$ cat config.mk
export PLATFORM = sky130hd
export DESIGN_NAME = alu_wide_flat
export DESIGN_NICKNAME = d
export VERILOG_FILES = /design/src/rtl/alu_wide_if.sv /design/src/rtl/alu_wide.sv /design/src/flat_wrapper.sv
export SDC_FILE = /design/constraint.sdc
export NUM_CORES = 1
export LEC_CHECK = 0
export ABC_AREA = 0
export CORE_MARGIN = 4
export CORE_UTILIZATION = 36
export DETAILED_ROUTE_END_ITERATION = 6
export SYNTH_ARGS = -nofsm -noshare
export SYNTH_HDL_FRONTEND = slang
export SYNTH_SLANG_ARGS = --single-unit
$ cat constraint.sdc
create_clock -name i_clk -period 7.4 [get_ports i_clk]
set_clock_uncertainty 0.15 [all_clocks]
set_input_delay 1.85 -clock i_clk [delete_from_list [all_inputs] [get_ports i_clk]]
set_output_delay 1.85 -clock i_clk [all_outputs]
set_load 0.02 [all_outputs]
$ cat src/rtl/alu_wide_if.sv
// alu_wide_if: decoder-to-ALU strobe bundle and registered ALU results
interface alu_wide_if #(parameter int WIDTH = 8);
    logic [WIDTH-1:0] i_db, i_adl, i_sb, o_add;
    logic i_db_add, i_db_n_add, i_adl_add, i_sb_add, i_0_add, i_1_addc;
    logic i_sums, i_ands, i_eors, i_ors, i_srs, i_daa, i_dsa;
    logic o_acr, o_avr, o_hc, o_zero, o_neg;
    modport master (
        output i_db, i_db_add, i_db_n_add, i_adl, i_adl_add, i_sb, i_sb_add, i_0_add, i_1_addc,
        output i_sums, i_ands, i_eors, i_ors, i_srs, i_daa, i_dsa,
        input o_add, o_acr, o_avr, o_hc, o_zero, o_neg
    );
    modport slave (
        input i_db, i_db_add, i_db_n_add, i_adl, i_adl_add, i_sb, i_sb_add, i_0_add, i_1_addc,
        input i_sums, i_ands, i_eors, i_ors, i_srs, i_daa, i_dsa,
        output o_add, o_acr, o_avr, o_hc, o_zero, o_neg
    );
endinterface

$ cat src/rtl/alu_wide.sv
// alu_wide: nibble-scalable strobe-driven ALU with registered flags and optional BCD adjust
module alu_wide #(
    parameter int WIDTH = 8,
    parameter bit DECIMAL = 1'b1
) (
    input logic i_clk,
    input logic i_reset,
    alu_wide_if.slave bus
);
    localparam int N = WIDTH / 4;
    logic [WIDTH-1:0] a_q, a_d, b_q, b_d, add_q, add_d;
    logic [WIDTH-1:0] bin_sum, dec_sum, sub_sum, sum_res;
    logic acr_q, acr_d, avr_q, avr_d, hc_q, hc_d, zero_q, zero_d, neg_q, neg_d;
    logic bin_c4, bin_cout, dec_cout, daa, dsa, logic_op, any_op, sum_acr, sum_avr;
    // binary and decimal carry chains ripple per nibble side by side
    always_comb begin : nibbles
        logic [N:0] bc, dc;
        logic [4:0] bt, dt;
        bc = '0;
        dc = '0;
        bt = '0;
        dt = '0;
        bin_sum = '0;
        dec_sum = '0;
        sub_sum = '0;
        bc[0] = bus.i_1_addc;
        dc[0] = bus.i_1_addc;
        for (int k = 0; k < N; k++) begin
            bt = {1'b0, a_q[4*k+:4]} + {1'b0, b_q[4*k+:4]} + 5'(bc[k]);
            dt = {1'b0, a_q[4*k+:4]} + {1'b0, b_q[4*k+:4]} + 5'(dc[k]);
            bc[k+1] = bt[4];
            dc[k+1] = dt > 5'd9;
            bin_sum[4*k+:4] = bt[3:0];
            dec_sum[4*k+:4] = dc[k+1] ? dt[3:0] + 4'd6 : dt[3:0];
            sub_sum[4*k+:4] = bt[4] ? bt[3:0] : bt[3:0] - 4'd6;
        end
        bin_c4 = bc[1];
        bin_cout = bc[N];
        dec_cout = dc[N];
    end
    always_comb begin
        daa = DECIMAL && bus.i_daa;
        dsa = DECIMAL && bus.i_dsa && !bus.i_daa;
        sum_res = daa ? dec_sum : dsa ? sub_sum : bin_sum;
        sum_acr = daa ? dec_cout : bin_cout;
        sum_avr = (a_q[WIDTH-1] == b_q[WIDTH-1]) && (bin_sum[WIDTH-1] != a_q[WIDTH-1]);
        logic_op = bus.i_ands || bus.i_eors || bus.i_ors;
        any_op = bus.i_sums || logic_op || bus.i_srs;
        a_d = bus.i_0_add ? '0 : bus.i_sb_add ? bus.i_sb : a_q;
        b_d = bus.i_db_add ? bus.i_db : bus.i_db_n_add ? ~bus.i_db : bus.i_adl_add ? bus.i_adl : b_q;
        add_d = bus.i_sums ? sum_res :
                bus.i_ands ? a_q & b_q :
                bus.i_eors ? a_q ^ b_q :
                bus.i_ors  ? a_q | b_q :
                bus.i_srs  ? {bus.i_1_addc, a_q[WIDTH-1:1]} : add_q;
        acr_d = bus.i_sums ? sum_acr : logic_op ? 1'b0 : bus.i_srs ? a_q[0] : acr_q;
        avr_d = bus.i_sums ? sum_avr : any_op ? 1'b0 : avr_q;
        hc_d = bus.i_sums ? (DECIMAL && bin_c4) : any_op ? 1'b0 : hc_q;
        zero_d = add_d == '0;
        neg_d = add_d[WIDTH-1];
    end
    always_ff @(posedge i_clk) begin
        if (i_reset) begin
            a_q <= '0;
            b_q <= '0;
            add_q <= '0;
            acr_q <= 1'b0;
            avr_q <= 1'b0;
            hc_q <= 1'b0;
            zero_q <= 1'b1;
            neg_q <= 1'b0;
        end else begin
            a_q <= a_d;
            b_q <= b_d;
            add_q <= add_d;
            acr_q <= acr_d;
            avr_q <= avr_d;
            hc_q <= hc_d;
            zero_q <= zero_d;
            neg_q <= neg_d;
        end
    end
    assign bus.o_add = add_q;
    assign bus.o_acr = acr_q;
    assign bus.o_avr = avr_q;
    assign bus.o_hc = hc_q;
    assign bus.o_zero = zero_q;
    assign bus.o_neg = neg_q;
endmodule
$ cat src/flat_wrapper.sv
// flat-port wrapper written by rule: the top's interface ports become plain ports
module alu_wide_flat 
#(
    parameter int WIDTH = 8,
    parameter bit DECIMAL = 1'b1
)
  (i_clk, i_reset, bus_i_db, bus_i_db_add, bus_i_db_n_add, bus_i_adl, bus_i_adl_add, bus_i_sb, bus_i_sb_add, bus_i_0_add, bus_i_1_addc, bus_i_sums, bus_i_ands, bus_i_eors, bus_i_ors, bus_i_srs, bus_i_daa, bus_i_dsa, bus_o_add, bus_o_acr, bus_o_avr, bus_o_hc, bus_o_zero, bus_o_neg);
  alu_wide_if #(.WIDTH(WIDTH)) bus_i ();
  input logic i_clk;
  input logic i_reset;
  input wire logic [$bits(bus_i.i_db)-1:0] bus_i_db;
  input wire logic [$bits(bus_i.i_db_add)-1:0] bus_i_db_add;
  input wire logic [$bits(bus_i.i_db_n_add)-1:0] bus_i_db_n_add;
  input wire logic [$bits(bus_i.i_adl)-1:0] bus_i_adl;
  input wire logic [$bits(bus_i.i_adl_add)-1:0] bus_i_adl_add;
  input wire logic [$bits(bus_i.i_sb)-1:0] bus_i_sb;
  input wire logic [$bits(bus_i.i_sb_add)-1:0] bus_i_sb_add;
  input wire logic [$bits(bus_i.i_0_add)-1:0] bus_i_0_add;
  input wire logic [$bits(bus_i.i_1_addc)-1:0] bus_i_1_addc;
  input wire logic [$bits(bus_i.i_sums)-1:0] bus_i_sums;
  input wire logic [$bits(bus_i.i_ands)-1:0] bus_i_ands;
  input wire logic [$bits(bus_i.i_eors)-1:0] bus_i_eors;
  input wire logic [$bits(bus_i.i_ors)-1:0] bus_i_ors;
  input wire logic [$bits(bus_i.i_srs)-1:0] bus_i_srs;
  input wire logic [$bits(bus_i.i_daa)-1:0] bus_i_daa;
  input wire logic [$bits(bus_i.i_dsa)-1:0] bus_i_dsa;
  output wire logic [$bits(bus_i.o_add)-1:0] bus_o_add;
  output wire logic [$bits(bus_i.o_acr)-1:0] bus_o_acr;
  output wire logic [$bits(bus_i.o_avr)-1:0] bus_o_avr;
  output wire logic [$bits(bus_i.o_hc)-1:0] bus_o_hc;
  output wire logic [$bits(bus_i.o_zero)-1:0] bus_o_zero;
  output wire logic [$bits(bus_i.o_neg)-1:0] bus_o_neg;
  assign bus_i.i_db = bus_i_db;
  assign bus_i.i_db_add = bus_i_db_add;
  assign bus_i.i_db_n_add = bus_i_db_n_add;
  assign bus_i.i_adl = bus_i_adl;
  assign bus_i.i_adl_add = bus_i_adl_add;
  assign bus_i.i_sb = bus_i_sb;
  assign bus_i.i_sb_add = bus_i_sb_add;
  assign bus_i.i_0_add = bus_i_0_add;
  assign bus_i.i_1_addc = bus_i_1_addc;
  assign bus_i.i_sums = bus_i_sums;
  assign bus_i.i_ands = bus_i_ands;
  assign bus_i.i_eors = bus_i_eors;
  assign bus_i.i_ors = bus_i_ors;
  assign bus_i.i_srs = bus_i_srs;
  assign bus_i.i_daa = bus_i_daa;
  assign bus_i.i_dsa = bus_i_dsa;
  assign bus_o_add = bus_i.o_add;
  assign bus_o_acr = bus_i.o_acr;
  assign bus_o_avr = bus_i.o_avr;
  assign bus_o_hc = bus_i.o_hc;
  assign bus_o_zero = bus_i.o_zero;
  assign bus_o_neg = bus_i.o_neg;
  alu_wide #(.WIDTH(WIDTH), .DECIMAL(DECIMAL)) u_core (.i_clk(i_clk), .i_reset(i_reset), .bus(bus_i));
endmodule
* Word level (Yosys, flattened, before mapping)
Index checks and enable logic that the tools add are counted.
W data, S select, Z words.
** Word-level totals
- Flip-flop bits (word level) :: 29
- Output and inout port bits :: 13
- Word-level logic and storage cells :: 58
** Operators by class
- Add/subtract/negate cells :: 9
- Order comparisons :: 2
- Equality and inequality tests :: 2
- Mux-type cells :: 21
- Bitwise gates (word level) :: 4
- Reductions and logical operators :: 12
** Operators by type and width (number)
- $mux W8 :: 10
- $mux W4 :: 4
- $add A5 B1 Y5 :: 3
- $add A4 B4 Y5 :: 2
- $gt A5 B4 Y1 const B :: 2
- $add A4 B3 Y4 const B :: 2
- $and A8 B8 Y8 :: 1
- $logic_not A8 Y1 :: 1
- $not A8 Y8 :: 1
- $or A8 B8 Y8 :: 1
- $sub A4 B3 Y4 const B :: 2
- $xor A8 B8 Y8 :: 1
- $mux W1 :: 7
- $reduce_bool A3 Y1 :: 2
- $logic_or A1 B1 Y1 :: 4
- $logic_and A1 B1 Y1 :: 2
- $reduce_bool A2 Y1 :: 1
- $reduce_or A2 Y1 :: 1
- $eq A1 B1 Y1 :: 1
- $logic_not A1 Y1 :: 1
- $ne A1 B1 Y1 :: 1

* Longest topological paths before layout
- Depth after elaboration :: 9
- Mapped depth :: 19

* Worst setup path after synthesis
No wires, ideal clock.
- Path kind :: input port to flip-flop
- From :: input port bus_i_1_addc
- To :: register u_core.zero_q (netlist: u_core.bus.o_zero)
- Library setup time :: 0.096 ns
- Data arrival time :: 5.649 ns
- Data required time :: 7.154 ns
- Path slack :: 1.505 ns
- Stages on the path :: 18
- Path buffers :: 0
- Cell sequence :: fa_1 fa_1 xor2_1 inv_2 ha_1 a22oi_1 nand3_1 nand2_1 ha_1 ha_1 xnor3_2 ha_1 nand2b_1 a32oi_1 o221ai_2 mux2i_1 o221a_2 o41ai_2
** On the way
- Longest elaborated chain between the ends :: 8
- Elaborated cells between the ends (all ways) :: 21
** Ends and longest elaborated chain
- start, declared :: RTL line flat_wrapper.sv:19 : input wire logic [$bits(bus_i.i_1_addc)-1:0] bus_i_1_addc;
- $add A5 B1 Y5 :: RTL line alu_wide.sv:29, alu_wide.sv:30
- $gt A5 B4 Y1 / $add A5 B1 Y5 (equally long branches) :: RTL line alu_wide.sv:32, alu_wide.sv:29
- $add A5 B1 Y5 / $sub A4 B3 Y4 (equally long branches) :: RTL line alu_wide.sv:30, alu_wide.sv:35
- $add A4 B3 Y4 (tied with other cells) :: RTL line alu_wide.sv:34 : dec_sum[4*k+:4] = dc[k+1] ? dt[3:0] + 4'd6 : dt[3:0];
- $mux W4 / $mux W8 (equally long branches) :: RTL line alu_wide.sv:34, alu_wide.sv:44
- $mux W8 :: RTL line alu_wide.sv:44 : sum_res = daa ? dec_sum : dsa ? sub_sum : bin_sum;
- $mux W8 * :: RTL line alu_wide.sv:51 : add_d = bus.i_sums ? sum_res :
- $logic_not A8 Y1 * :: RTL line alu_wide.sv:59 : zero_d = add_d == '0;
- end signal, assigned :: RTL line alu_wide.sv:79 : zero_q <= zero_d;
- end, declared :: RTL line alu_wide.sv:13 : logic acr_q, acr_d, avr_q, avr_d, hc_q, hc_d, zero_q, zero_d, neg_q, neg_d;
Mark *: on every way between the ends. The rest lies on a longest branch, timed or not.
A chain may end at the register's enable or synchronous reset.

* Worst setup path after layout
Same ends and word-level chain as after synthesis.

==> flow_summary.yaml <==
floorplan:
  io_pins: 52
  die_w_um: 93.88
  fp.coreArea_mm2: 0.007214
  die_h_um: 93.88
  die_area_mm2: 0.008813
  initial_core_util: 0.3680
  rows: 31
timing:
  rsz0062_at_grt: "no"
  drv_slew: 0
  tightest_slew_ps: 719.4
  finalSetupTns_ps: 0
  max_freq_mhz: 153.3
  finalSetupViolations: 0
  relSlewSlack: 0.5189
  fin_ws_ps: 874.8
  period_minus_slack_ps: 6525
  finalHoldViolations: 0
  timing.final.crit_share: 0.8818
clock_network:
  post-cts-setup-buffers: 0
  cts_hold_buffers: 0
  cts.clk_slew.worst_paths_ps: 110
  clk_latency_ps: 290
  cts_tree: "yes"
  clock-root-buffer: "clkbuf_8"
  cts_resized: 0
  htreeDepth: 1
  cts.path.max_buffers: 2
  numCtsBuffers: 3
  clock-sinks: 28
placed_design:
  gp_congestion: 0.8979
  io_buffers: 51
  place_ws_ps: 598.7
  dp_hpwl_um: 5740
yosys:
  yosys_warnings: 0
  syn-cell-area_mm2: 0.002655
  synth_area_leader_cell: "dfxtp_1"
  synth_fp_nets: 399
  netlist_instances: 332
  ys_ff_latch: 28
  synthTopCellsByArea: "dfxtp_1, ha_1, a211oi_1"
  yosysSeqAreaShare: 0.2111
  postSynthAreaPerCell_um2: 7.997
  synth_cell_types: 57
  synth_top_area_share: 0.2111
  synthFlopType: "dfxtp_1"
  synth_edf_count: 0
  async_flop_share: 0
layout:
  nFillCells: 740
  drive_above_1_share: 0.07713
  nets: 431
  antenna_cells: 0
  syn_to_final_growth_pct: 22.24
global_routing:
  grt_pass1_wl_um: 11700
  grt.overflow.total: 0
  track_usage: 0.1655
  antenna_found_initial: 0
  grt_pass1_vias: 2328
  grt_max_degree: 22
hold_path:
  hp-class: "flop to flop"
detailed_routing:
  drc: 0
  antenna_left: 0
  via_per_inst: 5.390
  routed_wirelength_um: 7084
  vias: 2490
  wire_per_inst_um: 15.33
  dr.pass1.iters: 4
  drtIter0Drc: 108
setup_path:
  cp-start-kind: "input port"
  critPathMaxFanout: 5
  crit_required_ps: 7440
  critPathKind: "input port to flop"
  crit_path_end_kind: "flop"
  cp.arrival_ps: 6570
  rrSetupSlack_ps: 2580
power_and_ir_drop:
  p_per_area_mw_per_mm2: 137.9
  leakage_uw: 0.001316
  irDropWorstVdd_mv: 0.06669
  p_total_uw: 447.5
flow_run:
  cap_viol_max_count: 0
outcome:
  outcome: "finished clean"
critical path, stage by stage:
cell             delay, ps
clkdlybuf4s50_1        450
fa_1                   480
fa_1                   430
xor2_1                 370
inv_2                   90
ha_1                   240
a22oi_1                210
nand3_1                160
nand2_1                130
ha_1                   200
ha_1                   230
xnor3_2                300
ha_1                   250
nand2b_1               100
a32oi_1                120
o221ai_2               260
mux2i_1                120
o221a_2                250
o41ai_2                330
metal layers:
| layer | vias up | global-route usage | part of all wire |
|---|---|---|---|
| li1 | 1259 | - | - |
| met1 | 1147 | 0.2260 | 0.48 |
| met2 | 77 | 0.2720 | 0.45 |
| met3 | 7 | 0.02724 | 0.057 |
| met4 | 0 | 0.03851 | 0.013 |
| met5 | - | 0 | 0 |
final cells by class:
cell class                      count  area (µm²)  area share
Clock buffer                        4       55.05     0.01696
Inverter                           30       112.6     0.03470
Multi-Input combinational cell    250        1883      0.5802
Sequential cell                    28       560.5      0.1727
Tap cell                           99       123.9     0.03817
Timing Repair Buffer               51       510.5      0.1573
path summary, 6_finish.rpt:
| path | startpoint | end | cells after the start |
|---|---|---|---|
| max reg2reg | u_core.b_q[0]$_SDFFE_PP0P_ | u_core.bus.o_zero$_SDFF_PP1_ | 18 |
| max | bus_i_1_addc | u_core.bus.o_zero$_SDFF_PP1_ | 19 |
| min reg2reg | u_core.bus.o_hc$_SDFFE_PP0P_ | u_core.bus.o_hc$_SDFFE_PP0P_ | 2 |
| min | u_core.bus.o_hc$_SDFFE_PP0P_ | u_core.bus.o_hc$_SDFFE_PP0P_ | 2 |
cell usage after synthesis (all sizes together) (4+ instances only):
master	instances
xor2	4
buf	4
and3	4
a211o	5
dfxtp	28
a211oi	26
a21oi	29
nor2b	8
nand4	4
mux2i	10
a21o	6
nand3	7
ha	25
o21ai	7
xnor2	4
nor2	37
o2111ai	4
and2	8
inv	30
nand2	15
mux2	4
clkbuf	20
metrics by stage:
step	instance area, µm²	utilization	hold WS, ps	cells
after global routing	3246	0.4499	421.5	462
after CTS	3246	0.4499	380.9	462
after global placement	3191	0.4422	345.1	458
final	3246	0.4499	376.8	462
after detailed placement	3191	0.4422	352.8	458
after floorplan	2655	-	354.2	332
sequential cells by signal, summed over array words and instances (netlist names):
signal             count
u_core.bus.o_neg       1
u_core.bus.o_hc        1
u_core.bus.o_avr       1
u_core.bus.o_acr       1
u_core.bus.o_zero      1
u_core.bus.o_add       7
u_core.b_q             8
u_core.a_q             8
power by group:
part,switching (µW),internal [µW],total [µW]
registers,7.31,160,168
clock network,52.8,47.9,101
logic,95.3,83.8,179
total,155,292,448
cells in the final DEF, fill, tap and decap left out, types with 6 or more instances in the layout:
master,netlist,routed
mux2i_1,10,10
a211oi_1,26,26
ha_1,25,25
dfxtp_1,28,28
inv_1,28,28
and2_1,7,7
nand2_1,14,14
nor2b_1,8,8
nor2_1,37,37
a21o_1,6,6
a21oi_1,26,26
clkdlybuf4s50_1,0,51
cell families after synthesis:
kind of cell    Yosys count  share of synthesized area
compound gates          102                     0.2856
xor+xnor                 10                    0.04665
fa+ha+maj                28                     0.1404
buf+inv                  54                    0.07964
flops                    28                     0.2111
mux                      14                    0.05467
simple gates             96                     0.1819
Note: power is estimated with default switching activity, not from simulation.
